$ cat src/rtl/core_pkg.sv
// Shared encodings for the 16-bit core: opcodes, control-bit positions and
// fixed register/condition values used by decode and later stages.
package core_pkg;

  localparam logic [3:0] OP_ADD = 4'h0;
  localparam logic [3:0] OP_SUB = 4'h1;
  localparam logic [3:0] OP_AND = 4'h2;
  localparam logic [3:0] OP_OR  = 4'h3;
  localparam logic [3:0] OP_XOR = 4'h4;
  localparam logic [3:0] OP_SLL = 4'h5;
  localparam logic [3:0] OP_SRL = 4'h6;
  localparam logic [3:0] OP_SRA = 4'h7;
  localparam logic [3:0] OP_LW  = 4'h8;
  localparam logic [3:0] OP_SW  = 4'h9;
  localparam logic [3:0] OP_LHB = 4'hA;
  localparam logic [3:0] OP_LLB = 4'hB;
  localparam logic [3:0] OP_B   = 4'hC;
  localparam logic [3:0] OP_JAL = 4'hD;
  localparam logic [3:0] OP_JR  = 4'hE;
  localparam logic [3:0] OP_HLT = 4'hF;

  localparam int CTRL_HALT     = 0;
  localparam int CTRL_REGWRITE = 1;
  localparam int CTRL_MEMTOREG = 2;
  localparam int CTRL_MEMWRITE = 3;
  localparam int CTRL_MEMREAD  = 4;
  localparam int CTRL_JAL      = 5;
  localparam int CTRL_JR       = 6;
  localparam int CTRL_BRANCH   = 7;

  localparam logic [2:0] UNCOND_J = 3'b111;
  localparam logic [3:0] R0       = 4'd0;

endpackage

$ cat src/rtl/decode_stage_if.sv
// Fetch-side and execute-side handshake bundle of the decode stage.
interface decode_stage_if #(
  parameter int PC_W  = 16,
  parameter int IMM_W = 16,
  parameter int REG_W = 4
);
  // A transfer occurs on a rising edge where valid and ready are both high;
  // a raised valid keeps its payload stable until that edge, ready may depend on valid.
  logic             in_valid;
  logic             in_ready;
  logic [15:0]      in_instr;
  logic [PC_W-1:0]  in_pc;

  logic             out_valid;
  logic             out_ready;
  logic [PC_W-1:0]  out_pc;
  logic [3:0]       out_opcode;
  logic [REG_W-1:0] out_rd;
  logic [REG_W-1:0] out_rs;
  logic [REG_W-1:0] out_rt;
  logic [IMM_W-1:0] out_imm;
  logic [2:0]       out_cond;
  logic [7:0]       out_ctrl;
  logic [1:0]       out_re;

  modport master (
    output in_valid, in_instr, in_pc, out_ready,
    input  in_ready, out_valid, out_pc, out_opcode, out_rd, out_rs, out_rt,
           out_imm, out_cond, out_ctrl, out_re
  );

  modport slave (
    input  in_valid, in_instr, in_pc, out_ready,
    output in_ready, out_valid, out_pc, out_opcode, out_rd, out_rs, out_rt,
           out_imm, out_cond, out_ctrl, out_re
  );
endinterface

$ cat src/rtl/decode_logic.sv
// Pure combinational instruction decoder: instruction word -> register
// indices, immediate, condition, control bits and register read enables.
module decode_logic
  import core_pkg::*;
#(
  parameter int IMM_W    = 16,
  parameter int REG_W    = 4,
  parameter int LINK_REG = 15
) (
  input  logic [15:0]      instr_i,
  output logic [REG_W-1:0] rd_o,
  output logic [REG_W-1:0] rs_o,
  output logic [REG_W-1:0] rt_o,
  output logic [IMM_W-1:0] imm_o,
  output logic [2:0]       cond_o,
  output logic [7:0]       ctrl_o,
  output logic [1:0]       re_o
);

  logic [3:0] op;
  assign op = instr_i[15:12];

  always_comb begin
    rd_o   = '0;
    rs_o   = '0;
    rt_o   = '0;
    imm_o  = '0;
    cond_o = instr_i[11:9];
    ctrl_o = '0;
    re_o   = 2'b00;
    case (op)
      OP_ADD, OP_SUB, OP_AND, OP_OR, OP_XOR: begin
        rd_o = REG_W'(instr_i[11:8]);
        rs_o = REG_W'(instr_i[7:4]);
        rt_o = REG_W'(instr_i[3:0]);
        re_o = 2'b11;
        ctrl_o[CTRL_REGWRITE] = 1'b1;
      end
      OP_SLL, OP_SRL, OP_SRA: begin
        rd_o  = REG_W'(instr_i[11:8]);
        rs_o  = REG_W'(instr_i[7:4]);
        re_o  = 2'b01;
        imm_o = IMM_W'(instr_i[3:0]);
        ctrl_o[CTRL_REGWRITE] = 1'b1;
      end
      OP_LW: begin
        rd_o  = REG_W'(instr_i[11:8]);
        rs_o  = REG_W'(instr_i[7:4]);
        re_o  = 2'b01;
        imm_o = IMM_W'($signed(instr_i[3:0]));
        ctrl_o[CTRL_REGWRITE] = 1'b1;
        ctrl_o[CTRL_MEMTOREG] = 1'b1;
        ctrl_o[CTRL_MEMREAD]  = 1'b1;
      end
      OP_SW: begin
        rs_o  = REG_W'(instr_i[7:4]);
        rt_o  = REG_W'(instr_i[11:8]);
        re_o  = 2'b11;
        imm_o = IMM_W'($signed(instr_i[3:0]));
        ctrl_o[CTRL_MEMWRITE] = 1'b1;
      end
      OP_LHB: begin
        // LHB merges into the existing upper byte, so rd is also read as rs.
        rd_o  = REG_W'(instr_i[11:8]);
        rs_o  = REG_W'(instr_i[11:8]);
        re_o  = 2'b01;
        imm_o = IMM_W'(instr_i[7:0]);
        ctrl_o[CTRL_REGWRITE] = 1'b1;
      end
      OP_LLB: begin
        rd_o  = REG_W'(instr_i[11:8]);
        imm_o = IMM_W'($signed(instr_i[7:0]));
        ctrl_o[CTRL_REGWRITE] = 1'b1;
      end
      OP_B: begin
        imm_o = IMM_W'($signed(instr_i[8:0]));
        ctrl_o[CTRL_BRANCH] = 1'b1;
      end
      OP_JAL: begin
        rd_o   = REG_W'(LINK_REG);
        imm_o  = IMM_W'($signed(instr_i[11:0]));
        cond_o = UNCOND_J;
        ctrl_o[CTRL_REGWRITE] = 1'b1;
        ctrl_o[CTRL_JAL]      = 1'b1;
        ctrl_o[CTRL_BRANCH]   = 1'b1;
      end
      OP_JR: begin
        rs_o   = REG_W'(instr_i[7:4]);
        re_o   = 2'b01;
        cond_o = UNCOND_J;
        ctrl_o[CTRL_JR]     = 1'b1;
        ctrl_o[CTRL_BRANCH] = 1'b1;
      end
      OP_HLT: begin
        ctrl_o[CTRL_HALT] = 1'b1;
      end
      default: begin
      end
    endcase
  end

endmodule

$ cat src/rtl/decode_stage.sv
// Decode stage: ID/EX output register with valid/ready on both sides,
// load-use interlock, branch flush and sticky halt.
module decode_stage
  import core_pkg::*;
#(
  parameter int PC_W     = 16,
  parameter int IMM_W    = 16,
  parameter int REG_W    = 4,
  parameter int LINK_REG = 15
) (
  input  logic             clk,
  input  logic             rst_n,
  decode_stage_if.slave    bus,
  input  logic             flush,
  input  logic             ex_valid,
  input  logic             ex_mem_read,
  input  logic [REG_W-1:0] ex_rd,
  output logic             halted
);

  localparam int PW = PC_W + 4 + 3*REG_W + IMM_W + 3 + 8 + 2;

  logic [REG_W-1:0] dec_rd, dec_rs, dec_rt;
  logic [IMM_W-1:0] dec_imm;
  logic [2:0]       dec_cond;
  logic [7:0]       dec_ctrl;
  logic [1:0]       dec_re;

  decode_logic #(
    .IMM_W   (IMM_W),
    .REG_W   (REG_W),
    .LINK_REG(LINK_REG)
  ) u_decode_logic (
    .instr_i(bus.in_instr),
    .rd_o   (dec_rd),
    .rs_o   (dec_rs),
    .rt_o   (dec_rt),
    .imm_o  (dec_imm),
    .cond_o (dec_cond),
    .ctrl_o (dec_ctrl),
    .re_o   (dec_re)
  );

  logic          out_valid_q, out_valid_d;
  logic          halt_pend_q, halt_pend_d;
  logic          halted_q, halted_d;
  logic [PW-1:0] pay_q, pay_d, dec_pay;

  logic [PC_W-1:0]  out_pc;
  logic [3:0]       out_opcode;
  logic [REG_W-1:0] out_rd, out_rs, out_rt;
  logic [IMM_W-1:0] out_imm;
  logic [2:0]       out_cond;
  logic [7:0]       out_ctrl;
  logic [1:0]       out_re;

  assign dec_pay = {bus.in_pc, bus.in_instr[15:12], dec_rd, dec_rs, dec_rt,
                    dec_imm, dec_cond, dec_ctrl, dec_re};
  assign {out_pc, out_opcode, out_rd, out_rs, out_rt,
          out_imm, out_cond, out_ctrl, out_re} = pay_q;

  // A load is in flight if it sits in our own output register or in EX.
  logic ld_id, ld_ex, rs_hit, rt_hit, hazard, accept, in_ready;
  assign ld_id  = out_valid_q && out_ctrl[CTRL_MEMREAD];
  assign ld_ex  = ex_valid && ex_mem_read;
  assign rs_hit = dec_re[0] && (dec_rs != '0) &&
                  ((ld_id && dec_rs == out_rd) || (ld_ex && dec_rs == ex_rd));
  assign rt_hit = dec_re[1] && (dec_rt != '0) &&
                  ((ld_id && dec_rt == out_rd) || (ld_ex && dec_rt == ex_rd));
  assign hazard = rs_hit || rt_hit;

  assign in_ready = rst_n && !halt_pend_q && !halted_q && !flush && !hazard &&
                    (!out_valid_q || bus.out_ready);
  assign accept   = bus.in_valid && in_ready;

  always_comb begin
    out_valid_d = out_valid_q;
    halt_pend_d = halt_pend_q;
    halted_d    = halted_q;
    pay_d       = pay_q;
    if (flush) begin
      // The instruction held here is younger than the taken branch, so a
      // HLT leaving in the same cycle is squashed too.
      out_valid_d = 1'b0;
      halt_pend_d = 1'b0;
    end else begin
      if (out_valid_q && bus.out_ready && out_ctrl[CTRL_HALT]) halted_d = 1'b1;
      if (accept) begin
        out_valid_d = 1'b1;
        pay_d       = dec_pay;
        if (dec_ctrl[CTRL_HALT]) halt_pend_d = 1'b1;
      end else if (bus.out_ready) begin
        out_valid_d = 1'b0;
      end
    end
  end

  always_ff @(posedge clk or negedge rst_n) begin
    if (!rst_n) begin
      out_valid_q <= 1'b0;
      halt_pend_q <= 1'b0;
      halted_q    <= 1'b0;
      pay_q       <= '0;
    end else begin
      out_valid_q <= out_valid_d;
      halt_pend_q <= halt_pend_d;
      halted_q    <= halted_d;
      pay_q       <= pay_d;
    end
  end

  assign bus.in_ready   = in_ready;
  assign bus.out_valid  = out_valid_q;
  assign bus.out_pc     = out_pc;
  assign bus.out_opcode = out_opcode;
  assign bus.out_rd     = out_rd;
  assign bus.out_rs     = out_rs;
  assign bus.out_rt     = out_rt;
  assign bus.out_imm    = out_imm;
  assign bus.out_cond   = out_cond;
  assign bus.out_ctrl   = out_ctrl;
  assign bus.out_re     = out_re;
  assign halted         = halted_q;

endmodule

$ cat src/flat_wrapper.sv
// flat-port wrapper written by rule: the top's interface ports become plain ports
module decode_stage_flat import core_pkg::*;
#(
  parameter int PC_W     = 16,
  parameter int IMM_W    = 16,
  parameter int REG_W    = 4,
  parameter int LINK_REG = 15
)
  (clk, rst_n, flush, ex_valid, ex_mem_read, ex_rd, halted, bus_in_valid, bus_in_instr, bus_in_pc, bus_out_ready, bus_in_ready, bus_out_valid, bus_out_pc, bus_out_opcode, bus_out_rd, bus_out_rs, bus_out_rt, bus_out_imm, bus_out_cond, bus_out_ctrl, bus_out_re);
  decode_stage_if #(.PC_W(PC_W), .IMM_W(IMM_W), .REG_W(REG_W)) bus_i ();
  input  logic clk;
  input  logic rst_n;
  input  logic flush;
  input  logic ex_valid;
  input  logic ex_mem_read;
  input  logic [REG_W-1:0] ex_rd;
  output logic halted;
  input wire logic [$bits(bus_i.in_valid)-1:0] bus_in_valid;
  input wire logic [$bits(bus_i.in_instr)-1:0] bus_in_instr;
  input wire logic [$bits(bus_i.in_pc)-1:0] bus_in_pc;
  input wire logic [$bits(bus_i.out_ready)-1:0] bus_out_ready;
  output wire logic [$bits(bus_i.in_ready)-1:0] bus_in_ready;
  output wire logic [$bits(bus_i.out_valid)-1:0] bus_out_valid;
  output wire logic [$bits(bus_i.out_pc)-1:0] bus_out_pc;
  output wire logic [$bits(bus_i.out_opcode)-1:0] bus_out_opcode;
  output wire logic [$bits(bus_i.out_rd)-1:0] bus_out_rd;
  output wire logic [$bits(bus_i.out_rs)-1:0] bus_out_rs;
  output wire logic [$bits(bus_i.out_rt)-1:0] bus_out_rt;
  output wire logic [$bits(bus_i.out_imm)-1:0] bus_out_imm;
  output wire logic [$bits(bus_i.out_cond)-1:0] bus_out_cond;
  output wire logic [$bits(bus_i.out_ctrl)-1:0] bus_out_ctrl;
  output wire logic [$bits(bus_i.out_re)-1:0] bus_out_re;
  assign bus_i.in_valid = bus_in_valid;
  assign bus_i.in_instr = bus_in_instr;
  assign bus_i.in_pc = bus_in_pc;
  assign bus_i.out_ready = bus_out_ready;
  assign bus_in_ready = bus_i.in_ready;
  assign bus_out_valid = bus_i.out_valid;
  assign bus_out_pc = bus_i.out_pc;
  assign bus_out_opcode = bus_i.out_opcode;
  assign bus_out_rd = bus_i.out_rd;
  assign bus_out_rs = bus_i.out_rs;
  assign bus_out_rt = bus_i.out_rt;
  assign bus_out_imm = bus_i.out_imm;
  assign bus_out_cond = bus_i.out_cond;
  assign bus_out_ctrl = bus_i.out_ctrl;
  assign bus_out_re = bus_i.out_re;
  decode_stage #(.PC_W(PC_W), .IMM_W(IMM_W), .REG_W(REG_W), .LINK_REG(LINK_REG)) u_core (.clk(clk), .rst_n(rst_n), .bus(bus_i), .flush(flush), .ex_valid(ex_valid), .ex_mem_read(ex_mem_read), .ex_rd(ex_rd), .halted(halted));
endmodule
$ cat config.mk
export PLATFORM = sky130hd
export DESIGN_NAME = decode_stage_flat
export DESIGN_NICKNAME = d
export VERILOG_FILES = /design/src/rtl/core_pkg.sv /design/src/rtl/decode_stage_if.sv /design/src/rtl/decode_logic.sv /design/src/rtl/decode_stage.sv /design/src/flat_wrapper.sv
export SDC_FILE = /design/constraint.sdc
export NUM_CORES = 1
export LEC_CHECK = 0
export ABC_AREA = 1
export BUFFER_PORTS_ARGS = -buffer_cell sky130_fd_sc_hd__buf_2
export CAP_MARGIN = 20
export CORE_UTILIZATION = 46
export CTS_CLUSTER_DIAMETER = 80
export DETAILED_ROUTE_END_ITERATION = 10
export GPL_TIMING_DRIVEN = 0
export PLACE_DENSITY = 0.78
export SYNTH_ARGS = -nofsm -noshare
export SYNTH_HDL_FRONTEND = slang
export SYNTH_SLANG_ARGS = --single-unit
$ cat constraint.sdc
create_clock -name clk -period 1.45 [get_ports clk]
set_clock_uncertainty 0.1 [all_clocks]
set_input_delay 0.0725 -clock clk [delete_from_list [all_inputs] [get_ports clk]]
set_output_delay 0.0725 -clock clk [all_outputs]
set_load 0.05 [all_outputs]
==> summary.txt <==
Status
  – Result of the run: finished with violations
  – Violated checks: negative hold slack, negative setup slack

Timing
  – Number of endpoints failing setup at the final stage: 59
  – Setup WS post-layout: -0.482 ns
  – Final TNS setup: -24.12 ns
  – Transition time of the tightest slew-check pin: 0.698 ns
  – Unrepaired setup endpoints after global routing: true
  – Final critical-path required period: 1.93 ns
  – Slew Viols, Final: 0
  – Top achievable clock speed: 0.517 GHz
  – Post-route clock period utilization: 133%
  – Relative max-transition margin: a little over half
  – Post-route worst hold slack: -0.326 ns
  – Number of hold-slack violations in the final timing report: 28

Layout
  – Fraction of final layout cells with drive strength greater than 1: 45.1%
  – Area Growth Syn to Fin: 54.2%
  – Number of diodes: 0
  – Total Nets Final: approximately 650
  – Post-layout instance count excluding filler cells: 710

GRT
  – Combined global-route utilization of all metal layers: roughly 31%
  – Initial antenna violation count: 0
  – Overflow left after global routing: 0
  – Largest net degree at the start of global routing: 32
  – Via count of the first global-routing pass: roughly 3600
  – First-pass GRT wire length: between 15 and 20 mm

Worst setup path
  – RR Endpoint: u_core.pay_q[56]
  – Critical path's largest stage delay: roughly 0.46 ns
  – Maximum fanout along the worst path: 5
  – Category of cells accounting for the largest share of critical-path delay: simple AND/OR/NAND/NOR gates
  – Crit path required time: between 1 and 1.5 ns
  – Crit path cell chain: nand3_1 -> nand2_1 -> nor2_2 -> nand3_2 -> nand2_2 -> a21oi_4 -> buf_6 -> and2_4 -> buf_8
  – Critical Path AT: ~1.8 ns
  – Path depth of the worst reg2reg path: 12
  – Reg2Reg Setup Slack: -0.46 ns
  – Startpoint of the worst-slack reg-to-reg timing path: u_core.pay_q[39]
  – Critical path class: flip-flop to primary output
  – Endpoint type of the worst setup path: primary output
  – Type of origin of the critical path: flip-flop
  – Count of buffer and inverter cells on the critical path: 2
  – Crit path depth: 9
  – Cell with the largest stage delay on the worst path: sky130_fd_sc_hd__dfrtp_2

Yosys
  – Number of nets in the synthesized netlist: roughly 500
  – Total number of yosys warnings: 0
  – Post-synthesis instance area: between 0.003 and 0.004 mm²
  – Post-synthesis sequential area ratio: roughly 45%
  – Avg Synthesized Cell Area: 7.34 µm²
  – Register bit count reported by yosys: 59
  – Number of instances in the synthesized netlist: around 440
  – Post-synth cell types: 26

Drt
  – Post-DR wirelength/cell: between 15 and 20 µm
  – Average via count per standard cell: between 5 and 6
  – Remaining routing DRC violations: 0
  – Drt initial violations: between 200 and 250
  – Final WL: 11.1 mm
  – Vias post-DR: 3777
  – Remaining antenna violation count: 0
  – Drt first pass iters: 5

Clock tree
  – TritonCTS sink count: 59
  – Number of buffers inserted during clock tree synthesis: 9
  – Max Buffers Root-to-Sink: 2
  – CTS tree: done
  – Clock-pin slew reported for the worst setup and hold paths after clock tree synthesis: approximately 0.08 ns
  – Root Buffer Master: sky130_fd_sc_hd__clkbuf_8
  – Latest clock arrival within the worst-skew pair: roughly 0.34 ns
  – CTS Hold Buffers Added: 24
  – # H-tree levels: 3

Run
  – Maximum capacitance violations: 0

Floorplanning
  – Core Region: 0.00679 mm²
  – Die Wd: 86.1 µm
  – Vertical extent of the die: between 80 and 90 µm
  – Effective utilization at floorplan: a little under half
  – Floorplan row count: 30
  – Number of ports placed on the die boundary: 107
  – Overall die area: between 0.007 and 0.008 mm²

Placed design
  – Count of buffers inserted at the top-level ports: ~110
  – Post-placement cell count: between 600 and 700
  – Routability cong.: just under 0.9
  – Hpwl dp: 7.22 mm

Min path
  – Hold WC Path Type: input pin to async pin

Power
  – P_leak: ~0.0029 µW
  – IR drop worst, VDD: approximately 0.00048 V
  – Post-layout total power: 3650 µW
  – Power Dens Cells: around 730 mW/mm²
-- worst register-to-register path: stages, from the launching register on --
cell,delay (ns)
sky130_fd_sc_hd__dfrtp_2,0.46
sky130_fd_sc_hd__nand3_1,0.11
sky130_fd_sc_hd__nand2_1,0.07
sky130_fd_sc_hd__nor2_2,0.14
sky130_fd_sc_hd__nand3_2,0.08
sky130_fd_sc_hd__nand2_2,0.09
sky130_fd_sc_hd__buf_4,0.11
sky130_fd_sc_hd__nand2_1,0.04
sky130_fd_sc_hd__nand4_1,0.17
sky130_fd_sc_hd__buf_6,0.22
sky130_fd_sc_hd__buf_6,0.15
sky130_fd_sc_hd__nand2_1,0.05
sky130_fd_sc_hd__nand2_1,0.06
-- cell usage after synthesis --
| library cell | n | share of area [%] |
|---|---|---|
| sky130_fd_sc_hd__nand3b_1 | 1 | 0.23 |
| sky130_fd_sc_hd__clkbuf_1 | 6 | 0.69 |
| sky130_fd_sc_hd__nand2_2 | 5 | 0.96 |
| sky130_fd_sc_hd__xor2_1 | 2 | 0.54 |
| sky130_fd_sc_hd__and2_1 | 1 | 0.19 |
| sky130_fd_sc_hd__inv_1 | 29 | 3.3 |
| sky130_fd_sc_hd__buf_4 | 8 | 1.8 |
| sky130_fd_sc_hd__a21oi_1 | 4 | 0.62 |
| sky130_fd_sc_hd__clkinv_1 | 1 | 0.12 |
| sky130_fd_sc_hd__nand2_1 | 181 | 21 |
| sky130_fd_sc_hd__nor3_1 | 3 | 0.46 |
| sky130_fd_sc_hd__buf_6 | 3 | 1.0 |
| sky130_fd_sc_hd__dfrtp_1 | 59 | 45 |
| sky130_fd_sc_hd__nor2_4 | 1 | 0.35 |
| sky130_fd_sc_hd__o311ai_0 | 1 | 0.27 |
| sky130_fd_sc_hd__nand4_1 | 57 | 11 |
| sky130_fd_sc_hd__a21oi_2 | 1 | 0.27 |
| sky130_fd_sc_hd__nor2_1 | 21 | 2.4 |
| sky130_fd_sc_hd__o21ai_2 | 1 | 0.27 |
| sky130_fd_sc_hd__o211ai_1 | 3 | 0.69 |
| sky130_fd_sc_hd__o21ai_1 | 1 | 0.15 |
| sky130_fd_sc_hd__nand3_1 | 29 | 4.5 |
| sky130_fd_sc_hd__inv_2 | 3 | 0.35 |
| sky130_fd_sc_hd__o31ai_1 | 1 | 0.23 |
| sky130_fd_sc_hd__buf_2 | 13 | 2.0 |
| sky130_fd_sc_hd__o21ai_0 | 8 | 1.2 |
-- metrics by stage --
step                      setup WS (ns)  util [%]  area [µm²]
after global placement           -0.997      58.7        3990
after floorplan                  -0.229         -        3340
after detailed placement         -0.730      59.0        4010
after global routing             -0.569      73.8        5010
final                            -0.482      73.8        5010
after CTS                        -0.451      70.5        4790
-- state kept, by name (all words and copies together), names as in the netlist --
register              count
u_core.bus.out_valid      1
u_core.halt_pend_q        1
u_core.pay_q             56
u_core.halted             1
-- power breakdown --
part / total (µW) / internal, µW / switching (µW)
combinational: 493 / 193 / 300
sequential: 1640 / 1640 / 0
clock: 1510 / 786 / 723
total: 3650 / 2620 / 1020
-- area by class of cell --
class | count | area (µm²)
Inverter | 33 | 126
Clock inverter | 7 | 68.8
Buffer | 30 | 254
Sequential cell | 59 | 1490
Clock buffer | 9 | 124
Timing Repair Buffer | 155 | 1060
Tap cell | 96 | 120
Multi-Input combinational cell | 321 | 1770
Fill cell | 524 | 1780
-- worst max path at each step --
stage	startpoint	endpoint	slack, ns
final	u_core.pay_q[39]	bus_in_ready	-0.48
after global routing	u_core.pay_q[39]	bus_in_ready	-0.57
after CTS	u_core.pay_q[40]	bus_in_ready	-0.45
after detailed placement	bus_in_instr[14]	u_core.bus.out_valid	-0.73
after global placement	rst_n	u_core.pay_q[21]	-1.0
after floorplan	bus_in_instr[13]	u_core.pay_q[28]	-0.23
-- timing repair --
item	in CTS	in global routing
gates resized for setup	67	62
endpoints found under the hold margin	53	28
setup buffers	13	7
setup endpoints to repair	59	59
pin swaps	15	22
gates cloned	5	2
-- layout by cell type, fill, tap and decap left out, types with 7 or more instances in the layout --
master | synthesis | layout
sky130_fd_sc_hd__buf_2 | 13 | 105
sky130_fd_sc_hd__o21ai_0 | 8 | 8
sky130_fd_sc_hd__clkbuf_8 | 0 | 9
sky130_fd_sc_hd__buf_6 | 3 | 23
sky130_fd_sc_hd__nand3_1 | 29 | 25
sky130_fd_sc_hd__nand2_2 | 5 | 68
sky130_fd_sc_hd__buf_4 | 8 | 20
sky130_fd_sc_hd__dfrtp_2 | 0 | 7
sky130_fd_sc_hd__dlygate4sd3_1 | 0 | 24
sky130_fd_sc_hd__nor2_1 | 21 | 19
sky130_fd_sc_hd__nand4_1 | 57 | 57
sky130_fd_sc_hd__nand2_1 | 181 | 107
sky130_fd_sc_hd__inv_1 | 29 | 25
sky130_fd_sc_hd__nand2_4 | 0 | 11
sky130_fd_sc_hd__dfrtp_1 | 59 | 52
-- per-layer routing --
layer	track usage [%]	vias to the layer above	share of wire [%]
li1	-	1792	-
met1	40.0	1799	43
met2	50.1	165	49
met3	6.16	21	5.9
met4	13.6	0	2.2
met5	0	-	0
-- logic make-up (layout without fill, tap and decap cells) --
logic type / count (synthesis) / count (layout) / share of synthesized area (%)
and+or+nand+nor: 299 / 299 / 40.9
DFF: 59 / 59 / 45.4
xor gates and xnor gates: 2 / 2 / 0.539
AOI/OAI and AO/OA: 20 / 20 / 3.73
buffers and inverters: 63 / 234 / 9.39
No activity file was read; power rests on OpenSTA's default activity.
